==> config.mk <==
export PLATFORM = sky130hd
export DESIGN_NAME = srl2prl
export DESIGN_NICKNAME = d
export VERILOG_FILES = /design/src/rtl/srl2prl_pkg.sv /design/src/rtl/srl2prl_fifo.sv /design/src/rtl/srl2prl.sv
export SDC_FILE = /design/constraint.sdc
export NUM_CORES = 1
export LEC_CHECK = 0
export ABC_AREA = 1
export BUFFER_PORTS_ARGS = -buffer_cell sky130_fd_sc_hd__buf_2
export CORE_ASPECT_RATIO = 0.6
export CORE_MARGIN = 2
export CORE_UTILIZATION = 58
export CTS_BUF_LIST = sky130_fd_sc_hd__clkbuf_8 sky130_fd_sc_hd__clkbuf_16
export CTS_CLUSTER_DIAMETER = 100
export CTS_CLUSTER_SIZE = 14
export DETAILED_ROUTE_END_ITERATION = 12
export PLACE_DENSITY_LB_ADDON = 0.1
export SLEW_MARGIN = 20
export SYNTH_ARGS = -nofsm -noshare
export SYNTH_HDL_FRONTEND = slang
export SYNTH_SLANG_ARGS = --single-unit
==> constraint.sdc <==
create_clock -name clock -period 2.45 [get_ports clock]
set_clock_uncertainty 0.15 [all_clocks]
set_input_delay 0.245 -clock clock [delete_from_list [all_inputs] [get_ports clock]]
set_output_delay 0.245 -clock clock [all_outputs]
set_load 0.03 [all_outputs]
==> src/rtl/srl2prl_pkg.sv <==
// -----------------------------------------------------------------------------
// srl2prl_pkg
//   Shared definitions for the serial-to-parallel receiver and its matching
//   parallel-to-serial transmitter.
//
//   Contents:
//     DEFAULT_DATA_W     default word width (must agree with the transmitter)
//     DEFAULT_FIFO_DEPTH default receive FIFO depth
//     IDLE / RECV        receiver FSM state encoding
//     at_least_one()     clamps a derived width so it never collapses to zero
// -----------------------------------------------------------------------------
package srl2prl_pkg;

    localparam int unsigned DEFAULT_DATA_W     = 8;
    localparam int unsigned DEFAULT_FIFO_DEPTH = 4;

    localparam logic [0:0] IDLE = 1'b0;
    localparam logic [0:0] RECV = 1'b1;

    // $clog2(1) is 0, which would give a zero-width vector.
    function automatic int unsigned at_least_one(input int unsigned v);
        return (v < 1) ? 1 : v;
    endfunction

endpackage

==> src/rtl/srl2prl_fifo.sv <==
// -----------------------------------------------------------------------------
// srl2prl_fifo
//   Synchronous FIFO holding completed receive words.
//
//   Ports:
//     clock    in   rising-edge clock
//     rst      in   asynchronous active-high reset
//     wr_en    in   request to push wr_data
//     wr_data  in   WIDTH-bit word to push
//     full     out  FIFO holds DEPTH entries
//     rd_en    in   pop the head entry (ignored when empty)
//     rd_data  out  head entry, forced to 0 while empty
//     empty    out  FIFO holds no entries
//     level    out  occupancy, 0..DEPTH
//
//   A push while full is accepted when a pop happens on the same edge.
// -----------------------------------------------------------------------------
module srl2prl_fifo
    import srl2prl_pkg::*;
#(
    parameter int unsigned WIDTH = DEFAULT_DATA_W,
    parameter int unsigned DEPTH = DEFAULT_FIFO_DEPTH
) (
    input  logic                     clock,
    input  logic                     rst,
    input  logic                     wr_en,
    input  logic [WIDTH-1:0]         wr_data,
    output logic                     full,
    input  logic                     rd_en,
    output logic [WIDTH-1:0]         rd_data,
    output logic                     empty,
    output logic [$clog2(DEPTH):0]   level
);

    localparam int unsigned AW = at_least_one($clog2(DEPTH));
    localparam logic [AW:0] FULL_LEVEL = (AW+1)'(DEPTH);

    logic [WIDTH-1:0] mem_q [DEPTH];
    logic [AW-1:0]    wr_ptr_q, wr_ptr_d;
    logic [AW-1:0]    rd_ptr_q, rd_ptr_d;
    logic [AW:0]      level_q, level_d;
    logic             do_rd, do_wr;

    assign empty = (level_q == '0);
    assign full  = (level_q == FULL_LEVEL);

    assign do_rd = rd_en && !empty;
    // A pop on the same edge frees the slot the push needs.
    assign do_wr = wr_en && (!full || do_rd);

    always_comb begin
        // NOTE: every variable assigned in a combinational block gets a default
        // first; a path that leaves one unassigned would infer a latch.
        wr_ptr_d = wr_ptr_q;
        rd_ptr_d = rd_ptr_q;
        level_d  = level_q;
        // DEPTH is a power of two, so the pointers wrap by plain overflow.
        if (do_wr) wr_ptr_d = wr_ptr_q + 1'b1;
        if (do_rd) rd_ptr_d = rd_ptr_q + 1'b1;
        case ({do_wr, do_rd})
            2'b10:   level_d = level_q + 1'b1;
            2'b01:   level_d = level_q - 1'b1;
            default: level_d = level_q;
        endcase
    end

    always_ff @(posedge clock or posedge rst) begin
        if (rst) begin
            wr_ptr_q <= '0;
            rd_ptr_q <= '0;
            level_q  <= '0;
        end else begin
            // NOTE: sequential state uses non-blocking assignments so every
            // register samples the pre-edge values regardless of block order.
            wr_ptr_q <= wr_ptr_d;
            rd_ptr_q <= rd_ptr_d;
            level_q  <= level_d;
        end
    end

    // NOTE: the storage array has no reset; stale contents are unreachable
    // because occupancy is reset and rd_data is masked while empty.
    always_ff @(posedge clock) begin
        if (do_wr) mem_q[wr_ptr_q] <= wr_data;
    end

    assign rd_data = empty ? '0 : mem_q[rd_ptr_q];
    assign level   = level_q;

endmodule

==> src/rtl/srl2prl.sv <==
// -----------------------------------------------------------------------------
// srl2prl
//   Serial-to-parallel receiver. Samples srl MSB-first on every clock with
//   valid high, assembles DATA_W-bit words and queues them in a small FIFO
//   read through a valid/ready handshake.
//
//   Ports:
//     clock      in   rising-edge clock
//     rst        in   asynchronous active-high reset
//     srl        in   serial data bit, MSB first
//     valid      in   srl carries a data bit this cycle
//     prl        out  head-of-FIFO word (0 while empty)
//     prl_valid  out  FIFO not empty
//     prl_ready  in   consumer takes prl when prl_valid && prl_ready
//     level      out  FIFO occupancy, 0..FIFO_DEPTH
//     frame_err  out  one-cycle pulse: frame aborted after 1..DATA_W-1 bits
//     overrun    out  one-cycle pulse: completed word dropped, FIFO full
// -----------------------------------------------------------------------------
module srl2prl
    import srl2prl_pkg::*;
#(
    parameter int unsigned DATA_W     = DEFAULT_DATA_W,
    parameter int unsigned FIFO_DEPTH = DEFAULT_FIFO_DEPTH,
    parameter int unsigned CNT_W      = $clog2(DATA_W)
) (
    input  logic                          clock,
    input  logic                          rst,
    input  logic                          srl,
    input  logic                          valid,
    output logic [DATA_W-1:0]             prl,
    output logic                          prl_valid,
    input  logic                          prl_ready,
    output logic [$clog2(FIFO_DEPTH):0]   level,
    output logic                          frame_err,
    output logic                          overrun
);

    localparam int unsigned     CW       = at_least_one(CNT_W);
    localparam int unsigned     SH_W     = at_least_one(DATA_W - 1);
    localparam logic [CW-1:0]   LAST_BIT = CW'(DATA_W - 1);

    logic [0:0]        state_q, state_d;
    logic [CW-1:0]     cnt_q, cnt_d;
    logic [SH_W-1:0]   sh_q, sh_d;
    logic              frame_err_q, frame_err_d;
    logic              overrun_q, overrun_d;

    logic [DATA_W-1:0] word;
    logic [SH_W-1:0]   sh_shift;
    logic              word_done;
    logic              fifo_full, fifo_empty, fifo_rd;

    // Only the low DATA_W-1 bits need storing: the final bit arrives live on
    // srl and the word is pushed straight into the FIFO on that edge.
    if (DATA_W == 1) begin : g_w1
        assign word     = srl;
        assign sh_shift = '0;
    end else begin : g_wn
        assign word     = {sh_q, srl};
        assign sh_shift = word[DATA_W-2:0];
    end

    always_comb begin
        state_d     = state_q;
        cnt_d       = cnt_q;
        sh_d        = sh_q;
        frame_err_d = 1'b0;
        word_done   = 1'b0;
        case (state_q)
            IDLE, RECV: begin
                if (valid) begin
                    sh_d = sh_shift;
                    // In IDLE cnt_q is 0, so DATA_W=1 completes right here.
                    if (cnt_q == LAST_BIT) begin
                        word_done = 1'b1;
                        cnt_d     = '0;
                        state_d   = IDLE;
                    end else begin
                        cnt_d   = cnt_q + 1'b1;
                        state_d = RECV;
                    end
                end else if (state_q == RECV) begin
                    // Partial word: discard it and flag the abort.
                    frame_err_d = 1'b1;
                    cnt_d       = '0;
                    sh_d        = '0;
                    state_d     = IDLE;
                end
            end
            default: begin
                cnt_d   = '0;
                state_d = IDLE;
            end
        endcase
    end

    assign fifo_rd   = prl_valid && prl_ready;
    // A read on the completing edge makes room, so only a full FIFO with no
    // read drops the word.
    assign overrun_d = word_done && fifo_full && !fifo_rd;

    always_ff @(posedge clock or posedge rst) begin
        if (rst) begin
            state_q     <= IDLE;
            cnt_q       <= '0;
            sh_q        <= '0;
            frame_err_q <= 1'b0;
            overrun_q   <= 1'b0;
        end else begin
            state_q     <= state_d;
            cnt_q       <= cnt_d;
            sh_q        <= sh_d;
            frame_err_q <= frame_err_d;
            overrun_q   <= overrun_d;
        end
    end

    srl2prl_fifo #(
        .WIDTH (DATA_W),
        .DEPTH (FIFO_DEPTH)
    ) u_fifo (
        .clock   (clock),
        .rst     (rst),
        .wr_en   (word_done),
        .wr_data (word),
        .full    (fifo_full),
        .rd_en   (fifo_rd),
        .rd_data (prl),
        .empty   (fifo_empty),
        .level   (level)
    );

    assign prl_valid = !fifo_empty;
    assign frame_err = frame_err_q;
    assign overrun   = overrun_q;

endmodule

Word level (Yosys, flattened, before mapping)
Memory sizes are Yosys's and may differ from the RTL's.
Index checks and enable logic that the tools add are counted.
{"block": "op_classes", "n_addsub": 5, "n_eq_ne": 4, "n_mux": 15, "n_reduce_logical": 12}
{"cell": "$mux 7", "count": 2}
{"cell": "$mux 3", "count": 3}
{"cell": "$mux 1", "count": 8}
{"cell": "$mux 8", "count": 1}
{"cell": "$add 3x1->3 const B", "count": 2}
{"cell": "$eq 3x3->1 const B", "count": 2}
{"cell": "$pmux 3 s2", "count": 1}
{"cell": "$logic_and 1x1->1", "count": 5}
{"cell": "$add 2x1->2 const B", "count": 2}
{"cell": "$reduce_bool 2->1", "count": 2}
{"cell": "$logic_not 1->1", "count": 3}
{"cell": "$logic_not 3->1", "count": 1}
{"cell": "$sub 3x1->3 const B", "count": 1}
{"cell": "$eq 2x1->1 const B", "count": 1}
{"cell": "$eq 2x2->1 const B", "count": 1}
{"cell": "$logic_or 1x1->1", "count": 1}
{"block": "word_totals", "reg_bits": 20, "mem_bits_rw": 32, "input_bits": 5, "out_inout_bits": 14, "word_cells": 45, "mem_count": 1}
{"name": "u_fifo.mem_q", "words": 4, "width": 8, "rd": 1, "rd_clocked_by_memory_dff": 0, "write_ports": 1, "line": "srl2prl_fifo.sv:38", "text": "logic [WIDTH-1:0] mem_q [DEPTH];"}

Longest topological paths before layout
Gate-level depths: netlist (run 1).
{"block": "logic_depth", "word_depth": 8, "mapped_depth": 13, "mapped_depth_nobuf": 13}

Cells and area by module
Synthesis (run 1) repeated with hierarchy kept, for this count alone.
{"block": "unflattened", "cells_unflattened": 246, "area_unflattened_um2": 2378.5}
{"module": "srl2prl_fifo", "instances": 1, "cells_per_inst": 186, "area_each_um2": 1840.5, "seq_area_each_um2": 1136.1}
{"module": "srl2prl", "instances": 1, "cells_per_inst": 60, "area_each_um2": 538.0, "seq_area_each_um2": 325.3}

Worst setup path before layout (run 1)
No wires, ideal clock.
{"block": "synth_path", "path_type": "flip-flop to flip-flop", "start": "reg u_fifo.level_q[0], in the netlist u_fifo.level[0]", "end": "reg u_fifo.level_q[2], in the netlist u_fifo.level[2]", "setup_time_ps": 118, "arrival_ps": 1961, "required_time_ps": 2182, "path_slack_ps": 221, "stages_incl_launch_ff": 12, "n_path_buf": 0, "synth_period_minus_slack_ps": 2229, "path_cell_list": "dfrtp_1 > nor2_1 > nand2_1 > nand2_1 > inv_1 > ha_1 > inv_1 > fa_1 > nand2_1 > nand3_1 > nand2_1 > nand2_1"}
{"block": "synth_between", "elab_chain_len": 8, "word_cells_on_any_way": 14, "classes_between": "add/sub: 2; eq/ne: 3; mux: 1; reduce/logical: 8"}
{"item": "start: declaration", "line": "srl2prl_fifo.sv:41", "text": "logic [AW:0] level_q, level_d;"}
{"item": "start signal: assignment", "line": "srl2prl_fifo.sv:77", "text": "level_q <= level_d;"}
{"item": "$logic_not 3->1 *", "line": "srl2prl_fifo.sv:44", "text": "assign empty = (level_q == '0);"}
{"item": "$logic_not 1->1 *", "line": "srl2prl.sv:133", "text": "assign prl_valid = !fifo_empty;"}
{"item": "net prl_valid", "line": "srl2prl.sv:31", "text": "output logic prl_valid,"}
{"item": "$logic_and 1x1->1", "line": "srl2prl.sv:97", "text": "assign fifo_rd = prl_valid && prl_ready;"}
{"item": "$logic_and 1x1->1 *", "line": "srl2prl_fifo.sv:47", "text": "assign do_rd = rd_en && !empty;"}
{"item": "net u_fifo.do_rd", "line": "srl2prl_fifo.sv:42", "text": "logic do_rd, do_wr;"}
{"item": "$logic_or 1x1->1", "line": "srl2prl_fifo.sv:49", "text": "assign do_wr = wr_en && (!full || do_rd);"}
{"item": "$logic_and 1x1->1", "line": "srl2prl_fifo.sv:49"}
{"item": "$eq 2x1->1 / $eq 2x2->1 (equally long branches)", "line": "srl2prl_fifo.sv:60", "text": "case ({do_wr, do_rd})"}
{"item": "$pmux 3 s2 / $reduce_bool 2->1 (equally long branches)"}
The timed path passes the listed nets; every way through them passes the cells marked *.
A chain may end at the register's enable or synchronous reset.

Final worst setup path (run 1)
{"block": "layout_path", "start": "reg cnt_q[0]", "end": "reg u_fifo.level_q[2], in the netlist u_fifo.level[2]"}
{"block": "layout_between", "elab_chain_len": 6, "word_cells_on_any_way": 8, "classes_between": "eq/ne: 3; mux: 3; reduce/logical: 2"}
{"item": "start: declaration", "line": "srl2prl.sv:43", "text": "logic [CW-1:0] cnt_q, cnt_d;"}
{"item": "start signal: assignment", "line": "srl2prl.sv:111", "text": "cnt_q <= cnt_d;"}
{"item": "$eq 3x3->1 *", "line": "srl2prl.sv:74", "text": "if (cnt_q == LAST_BIT) begin"}
{"item": "$mux 1 *", "line": "srl2prl.sv:74"}
{"item": "$mux 1 *", "line": "srl2prl.sv:71", "text": "if (valid) begin"}
{"item": "$logic_and 1x1->1 *", "line": "srl2prl_fifo.sv:49"}
{"item": "$eq 2x1->1 / $eq 2x2->1 (equally long branches)", "line": "srl2prl_fifo.sv:60"}
{"item": "$pmux 3 s2 / $reduce_bool 2->1 (equally long branches)"}
Mark *: on every way between the ends. The rest lies on a longest branch, timed or not.

==> out/summary.txt, run 1 <==
DR WL/cell -> 13.87 um
Initial core utilization -> 0.6195
Max Clock Freq -> 442.2 MHz
Setup TNS -> 0 ns
M3 GR Usage -> 0.05772
Worst Path Arrival -> 2.31 ns
CP Data Required Time -> 2.49 ns
Commonest non-fill, non-tap cell in the layout -> inv_1
Total of max-cap violations -> 0
Post-CTS setup buffers -> 0
Net Sw Frac -> 0.4195
DR iter-0 viols -> 93
Share of total power in the clock network -> 0.170
Main flop type after synthesis -> edfxtp_1
Vias in the first global route -> 1437
Relative max-transition margin -> 0.4767
CTS tree -> built
CP endpoint kind -> flip-flop
Layout cell share with drive strength beyond 1 -> 0.1346
Largest net degree at the start of global routing -> 21
Root Buffer -> clkbuf_8
Final wirelength -> 4.257 mm
Total number of vias -> 1524
Slew Limit Fails -> 0
Final hold viol count -> 0
First-pass GRT wire length -> 7.038 mm
RePlAce Congestion -> 0.7963
Total Nets Final -> 272
Synthesized area per cell -> 10.05 um2
Chip Width -> 85.87 um
CTS sink cnt -> 52
Yosys reg bits -> 52
Clk_lat worst skew -> 0.29 ns
Number of diodes -> 0
Initial antenna violation count -> 0
Final min period -> 2.261 ns
FF-to-FF setup slack -> 0.19 ns
Outcome -> finished, final reports clean
Final setup violating endpoints -> 0
Std cell rows -> 17
Share of the yosys chip area belonging to registers -> 0.6266
VDD IR max -> 0.4141 mV
Seq pwr share -> 0.423
Core area -> 3765 um2
Leading cell types in the layout, fill and taps excluded -> inv_1 (58), nand2_1 (55), edfxtp_1 (32), nand3_1 (21), dfrtp_1 (20)
RSZ-0062 raised after global routing -> no
Area grow syn2layout -> 10.35%
CP max FO -> 3
Die Span Y -> 53.12 um
Residual DRC -> 0
Number of synthesized flops with an enable pin -> 32
Cts bufs inserted -> 5
Cells after synthesis -> 232
P_int -> 1.554 mW
Worst Max-Slew Pin Slew -> 0.7840 ns
Cts repair resizes -> 0
Overall power -> 2.677 mW
Critical path launch point type -> flip-flop
Port bufs -> 18
Fillers -> 306
Count of cell types in the netlist -> 21
Remaining Overflow, GRT -> 0
Routed Antenna Nets -> 0
Gr usage total -> 0.2171
Kind of critical path -> reg -> reg
Hold_buf cts -> 1
NetSw -> 1.123 mW
Logic pwr share -> 0.408
GRT Max-Usage Layer -> met1
Detail Placement HPWL -> 2.890 mm
DR vias/cell -> 4.964
Part of the cycle the worst path needs -> 0.9230
IO Count -> 19
Syn nets -> 245
H-Tree Depth -> 2
CTS clk-pin slew, worst paths -> 0.09 ns
Netlist Area Pre-Place -> 2332 um2
Die area -> 4561 um2
DR pass1 iterations -> 6
Met2 usage -> 0.3204
FFs w/ async S/R, synth -> 0.3846
Ys Warns -> 0
Leakage power -> 1.269 nW
HP Class -> in -> reg
PD cells -> 1040 nW/um2
CTS max path bufs -> 2
Met1 usage -> 0.3225
==> power groups by stage <==
stage	Combinational (mW)	Clock (mW)	Sequential (mW)
4_1_cts	1.10	0.464	1.13
6_report	1.09	0.454	1.13
3_3_place_gp	1.06	0	1.14
3_5_place_dp	1.09	0	1.15
5_1_grt	1.22	0.503	1.15
2_1_floorplan	0.833	0	1.15
==> area by class of cell <==
| cell class | instances | area [um2] | area share |
|---|---|---|---|
| inverter | 58 | 220.2 | 0.08556 |
| timing repair buffer | 25 | 145.1 | 0.05639 |
| tap | 47 | 58.81 | 0.02285 |
| clock inverter | 3 | 15.01 | 0.005834 |
| multi-input combinational | 117 | 604.3 | 0.2348 |
| sequential | 52 | 1461 | 0.5678 |
| clock buffer | 5 | 68.82 | 0.02674 |
==> Yosys cell counts (2+ instances only) <==
cell type,count,area share
inv_1,57,0.092
nand2_1,55,0.089
edfxtp_1,32,0.41
nand3_1,21,0.045
dfrtp_1,20,0.21
nor2_1,9,0.014
a21oi_1,8,0.017
ha_1,7,0.038
o22ai_1,5,0.013
o21ai_0,4,0.0086
buf_6,3,0.014
xnor2_1,2,0.0075
==> worst paths after layout <==
kind	cells after the start	start	end
min	2	valid	frame_err
min reg2reg	1	cnt_q[0]	cnt_q[0]
min in group asynchronous	3	rst	overrun
max reg2reg	12	cnt_q[0]	u_fifo.level[2]
max	12	cnt_q[0]	u_fifo.level[2]
max in group asynchronous	3	rst	sh_q[2]
==> critical path, cell delays in order (launching register included) <==
cell	delay (ns)
dfrtp_1	0.41
ha_1	0.21
ha_1	0.22
nand2_1	0.11
inv_1	0.07
nand2_1	0.10
ha_1	0.17
inv_1	0.07
fa_1	0.37
nand2_1	0.10
nand3_1	0.08
nand2_1	0.06
nand2_1	0.04
==> state kept, by name, summed over array words and instances, names as in the netlist <==
register,count
sh_q,7
overrun,1
u_fifo.rd_ptr_q,2
frame_err,1
u_fifo.wr_ptr_q,2
u_fifo.level,3
u_fifo.mem_q,32
state_q,1
cnt_q,3
==> metal layers <==
metal / vias to the layer above / routed length, um
met5: - / 0
met4: 0 / 27
met3: 4 / 227
met2: 37 / 1901
met1: 710 / 2099
li1: 773 / -
==> stage by stage <==
stage	instance area [um2]	util	hold WS, ns	setup WS (ns)	std cells
finish	2574	0.6836	0.03755	0.1886	307
global route	2574	0.6836	0.04159	0.004432	307
CTS	2574	0.6836	0.02741	0.1836	307
detailed placement	2480	0.6587	0.2789	0.1975	298
global placement	2480	0.6587	0.2572	0.2787	298
floorplan	2332	-	0.05883	0.2212	232
==> kinds of logic after synthesis <==
group	Yosys count	share of synthesized area
AO/OA/AOI/OAI	18	0.04292
AND/OR/NAND/NOR	89	0.1626
flip-flops	52	0.6266
buffers and inverters	63	0.1143
adder cells (fa/ha/maj)	8	0.04614
XOR/XNOR	2	0.007512
No activity file was read; power rests on OpenSTA's default activity.
==> inputs of run 2 (changes only) <==
Settings changed: CORE_UTILIZATION 58 to 53.
Clock period 2.45 ns to 1.9 ns, I/O delays scaled along.
==> run 2 against run 1 <==
Against the previous run:
- the run now ends with setup timing left
- critical path type unchanged
- flip-flop and latch count unchanged
- hold slack got worse by 0.022 ns
- largest cell class unchanged
- highest routed layer unchanged
- core utilization decreased by 2.3 points
- register-to-register slack worse by 0.23 ns
- power up 36%
- maximum frequency increased by 16%
==> out/summary.txt, run 2 (synthesis results as in run 1) <==
Outcome -> complete, but fails checks (was finished, final reports clean)
Failing checks -> setup timing
Kind of critical path -> reg -> reg (unchanged)
Leakage power -> 1.323 nW (was 1.269 nW)
Crit. path cell count -> 12 (unchanged)
Critical path launch point type -> flip-flop (unchanged)
Overall power -> 3.652 mW (was 2.677 mW)
Clk_lat worst skew -> 0.29 ns (about the same)
Root Buffer -> clkbuf_8 (unchanged)
CP endpoint kind -> flip-flop (unchanged)
Total Nets Final -> 283 (was 272)
Largest reg by FF count -> u_fifo.mem_q (unchanged)
Seq pwr share -> 0.399 (was 0.423)
Part of the cycle the worst path needs -> 1.022 (was 0.9230)
RePlAce Congestion -> 0.7721 (was 0.7963)
Fin area -> 2753 um2 (was 2574 um2)
Std cell rows -> 18 (was 17)
Initial antenna violation count -> 0 (unchanged)
Crit path to -> u_fifo.level[2] (unchanged)
CP Data Required Time -> 1.94 ns (was 2.49 ns)
Gr usage total -> 0.1907 (was 0.2171)
First-pass GRT wire length -> 7.058 mm (was 7.038 mm)
Initial core utilization -> 0.5598 (was 0.6195)
IO Count -> 19 (unchanged)
DR WL/cell -> 12.95 um (was 13.87 um)
Commonest non-fill, non-tap cell in the layout -> inv_1 (unchanged)
Share of total power in the clock network -> 0.159 (was 0.170)
Slew Limit Fails -> 0 (unchanged)
VDD IR max -> 0.6702 mV (was 0.4141 mV)
Reg2reg end -> u_fifo.level[2] (unchanged)
CP max FO -> 3 (unchanged)
Critical path's top delay family -> adder cells (unchanged)
Logic pwr share -> 0.443 (was 0.408)
Vias in the first global route -> 1472 (was 1437)
Final min period -> 1.942 ns (was 2.261 ns)
DR iter-0 viols -> 113 (was 93)
R2R depth -> 12 (unchanged)
Worst reg2reg startpoint -> cnt_q[1] (was cnt_q[0])
Worst hold slack -> 0.01556 ns (was 0.03755 ns)
Cts bufs inserted -> 5 (unchanged)
Chip Width -> 89.64 um (was 85.87 um)
Port bufs -> 18 (unchanged)
Number of diodes -> 0 (unchanged)
GRT Max-Usage Layer -> met1 (unchanged)
CTS clk-pin slew, worst paths -> 0.09 ns (about the same)
NetSw -> 1.509 mW (was 1.123 mW)
Register area -> 1465 um2 (was 1461 um2)
Die Span Y -> 55.39 um (was 53.12 um)
Final WS setup -> -0.04235 ns (was 0.1886 ns)
P_int -> 2.143 mW (was 1.554 mW)
FF-to-FF setup slack -> -0.04 ns (was 0.19 ns)
Leading cell types in the layout, fill and taps excluded -> inv_1 (56), nand2_1 (50), edfxtp_1 (32), nand3_1 (21), buf_2 (18) (was inv_1 (58), nand2_1 (55), edfxtp_1 (32), nand3_1 (21), dfrtp_1 (20))
Final hold viol count -> 0 (unchanged)
CTS max path bufs -> 2 (unchanged)
Cell Area, Placed -> 2603 um2 (was 2480 um2)
DR vias/cell -> 4.707 (was 4.964)
Area of the multi-input gates -> 671.9 um2 (was 604.3 um2)
Setup WS pre-CTS -> -0.03480 ns (was 0.1975 ns)
Final wirelength -> 4.285 mm (was 4.257 mm)
Max stage delay on crit path -> 0.40 ns (was 0.41 ns)
CTS sink cnt -> 52 (unchanged)
Relative max-transition margin -> 0.7137 (was 0.4767)
CP Launch Point -> cnt_q[1] (was cnt_q[0])
Routed Antenna Nets -> 0 (unchanged)
HP Class -> in -> reg (unchanged)
Slowest CP cell -> dfrtp_1 (unchanged)
Met1 usage -> 0.2952 (was 0.3225)
Net Sw Frac -> 0.4131 (was 0.4195)
Total of max-cap violations -> 0 (unchanged)
Largest regs -> u_fifo.mem_q x32, sh_q x7 (unchanged)
CTS tree -> built (unchanged)
Core area -> 4167 um2 (was 3765 um2)
Cell Chain, Critical Path -> ha_2 > ha_4 > nand2_2 > inv_2 > nand2_4 > ha_4 > inv_4 > fa_2 > nand2_2 > nand3_1 > nand2_1 > nand2_1 (was ha_1 > ha_1 > nand2_1 > inv_1 > nand2_1 > ha_1 > inv_1 > fa_1 > nand2_1 > nand3_1 > nand2_1 > nand2_1)
Setup TNS -> -0.06438 ns (was 0 ns)
Worst Path Arrival -> 1.98 ns (was 2.31 ns)
Met2 usage -> 0.2721 (was 0.3204)
Total number of vias -> 1558 (was 1524)
Detail Placement HPWL -> 3.040 mm (was 2.890 mm)
M3 GR Usage -> 0.04933 (was 0.05772)
RSZ-0062 raised after global routing -> yes (was no)
Fillers -> 360 (was 306)
Largest net degree at the start of global routing -> 18 (was 21)
Largest register FFs -> 32 (unchanged)
Remaining Overflow, GRT -> 0 (unchanged)
Area grow syn2layout -> 18.03% (was 10.35%)
DR pass1 iterations -> 4 (was 6)
Worst Max-Slew Pin Slew -> 0.4290 ns (was 0.7840 ns)
Final setup violating endpoints -> 2 (was 0)
Residual DRC -> 0 (unchanged)
PD cells -> 1327 nW/um2 (was 1040 nW/um2)
Layout cell share with drive strength beyond 1 -> 0.2251 (was 0.1346)
Die area -> 4965 um2 (was 4561 um2)
H-Tree Depth -> 2 (unchanged)
Max Clock Freq -> 514.8 MHz (was 442.2 MHz)
Critical path buffer and inverter count -> 2 (unchanged)
run 2: changes by cell type in the layout (fill, tap and decap cells not counted), moves of 3 or more:
cell	change
buf_4	+9
nand2_1	-5
dfrtp_2	+3
ha_1	-3
nand2_2	+3
dfrtp_1	-3
run 2: how the worst min path moves through the flow:
| stage | endpoint | slack, ns | cells past startpoint | from |
|---|---|---|---|---|
| global route | u_fifo.mem_q[0][0] | 0.02 | 1 | srl |
| finish | u_fifo.mem_q[0][0] | 0.02 | 1 | srl |
| detailed placement | cnt_q[2] | 0.07 | 2 | rst |
| floorplan | cnt_q[0] | 0.004 | 1 | rst |
| CTS | u_fifo.mem_q[0][0] | 0.02 | 1 | srl |
| global placement | cnt_q[2] | 0.06 | 2 | rst |
run 2: worst reg2reg max path, delay by kind of cell, from the launching register on:
kind,cells,cell delay [ns]
buffers and inverters,2,0.10
AND/OR/NAND/NOR,6,0.36
flip-flops,1,0.40
adder cells (fa/ha/maj),4,0.83
run 2: metal layers:
layer  part of all wire  up-vias
met5                  0        -
met4             0.0044        0
met3              0.072        2
met2               0.44       39
met1               0.48      720
li1                   -      797
run 2: power by group through the flow:
stage	Clock [mW]	Sequential (mW)	Combinational [mW]
after detailed placement	0	1.48	1.56
final	0.579	1.46	1.62
after global placement	0	1.47	1.54
after global routing	0.656	1.47	1.79
after CTS	0.601	1.45	1.59
after floorplan	0	1.51	1.14
run 2: final cells by class:
type	count	share of cell area
repair buffers	36	0.08500
multi-input cells	117	0.2441
flip-flops and latches	52	0.5323
clock inverters	3	0.005455
well taps	60	0.02727
inverters	58	0.08091
clock buffers	5	0.02500
run 2: what timing repair did:
| item | 4_1_cts | 5_1_grt |
|---|---|---|
| setup endpoints to repair | 2 | 37 |
| setup buffers | 2 | 3 |
| endpoints found under the hold margin | 11 | 0 |
| resized for setup | 1 | 4 |
| pin swaps | 1 | 1 |
| hold buffers | 2 | 0 |
run 2: per-stage QoR:
step	util	std cells
2_1_floorplan	-	232
3_3_place_gp	0.6246	317
3_5_place_dp	0.6246	317
4_1_cts	0.6538	329
5_1_grt	0.6607	331
6_report	0.6607	331
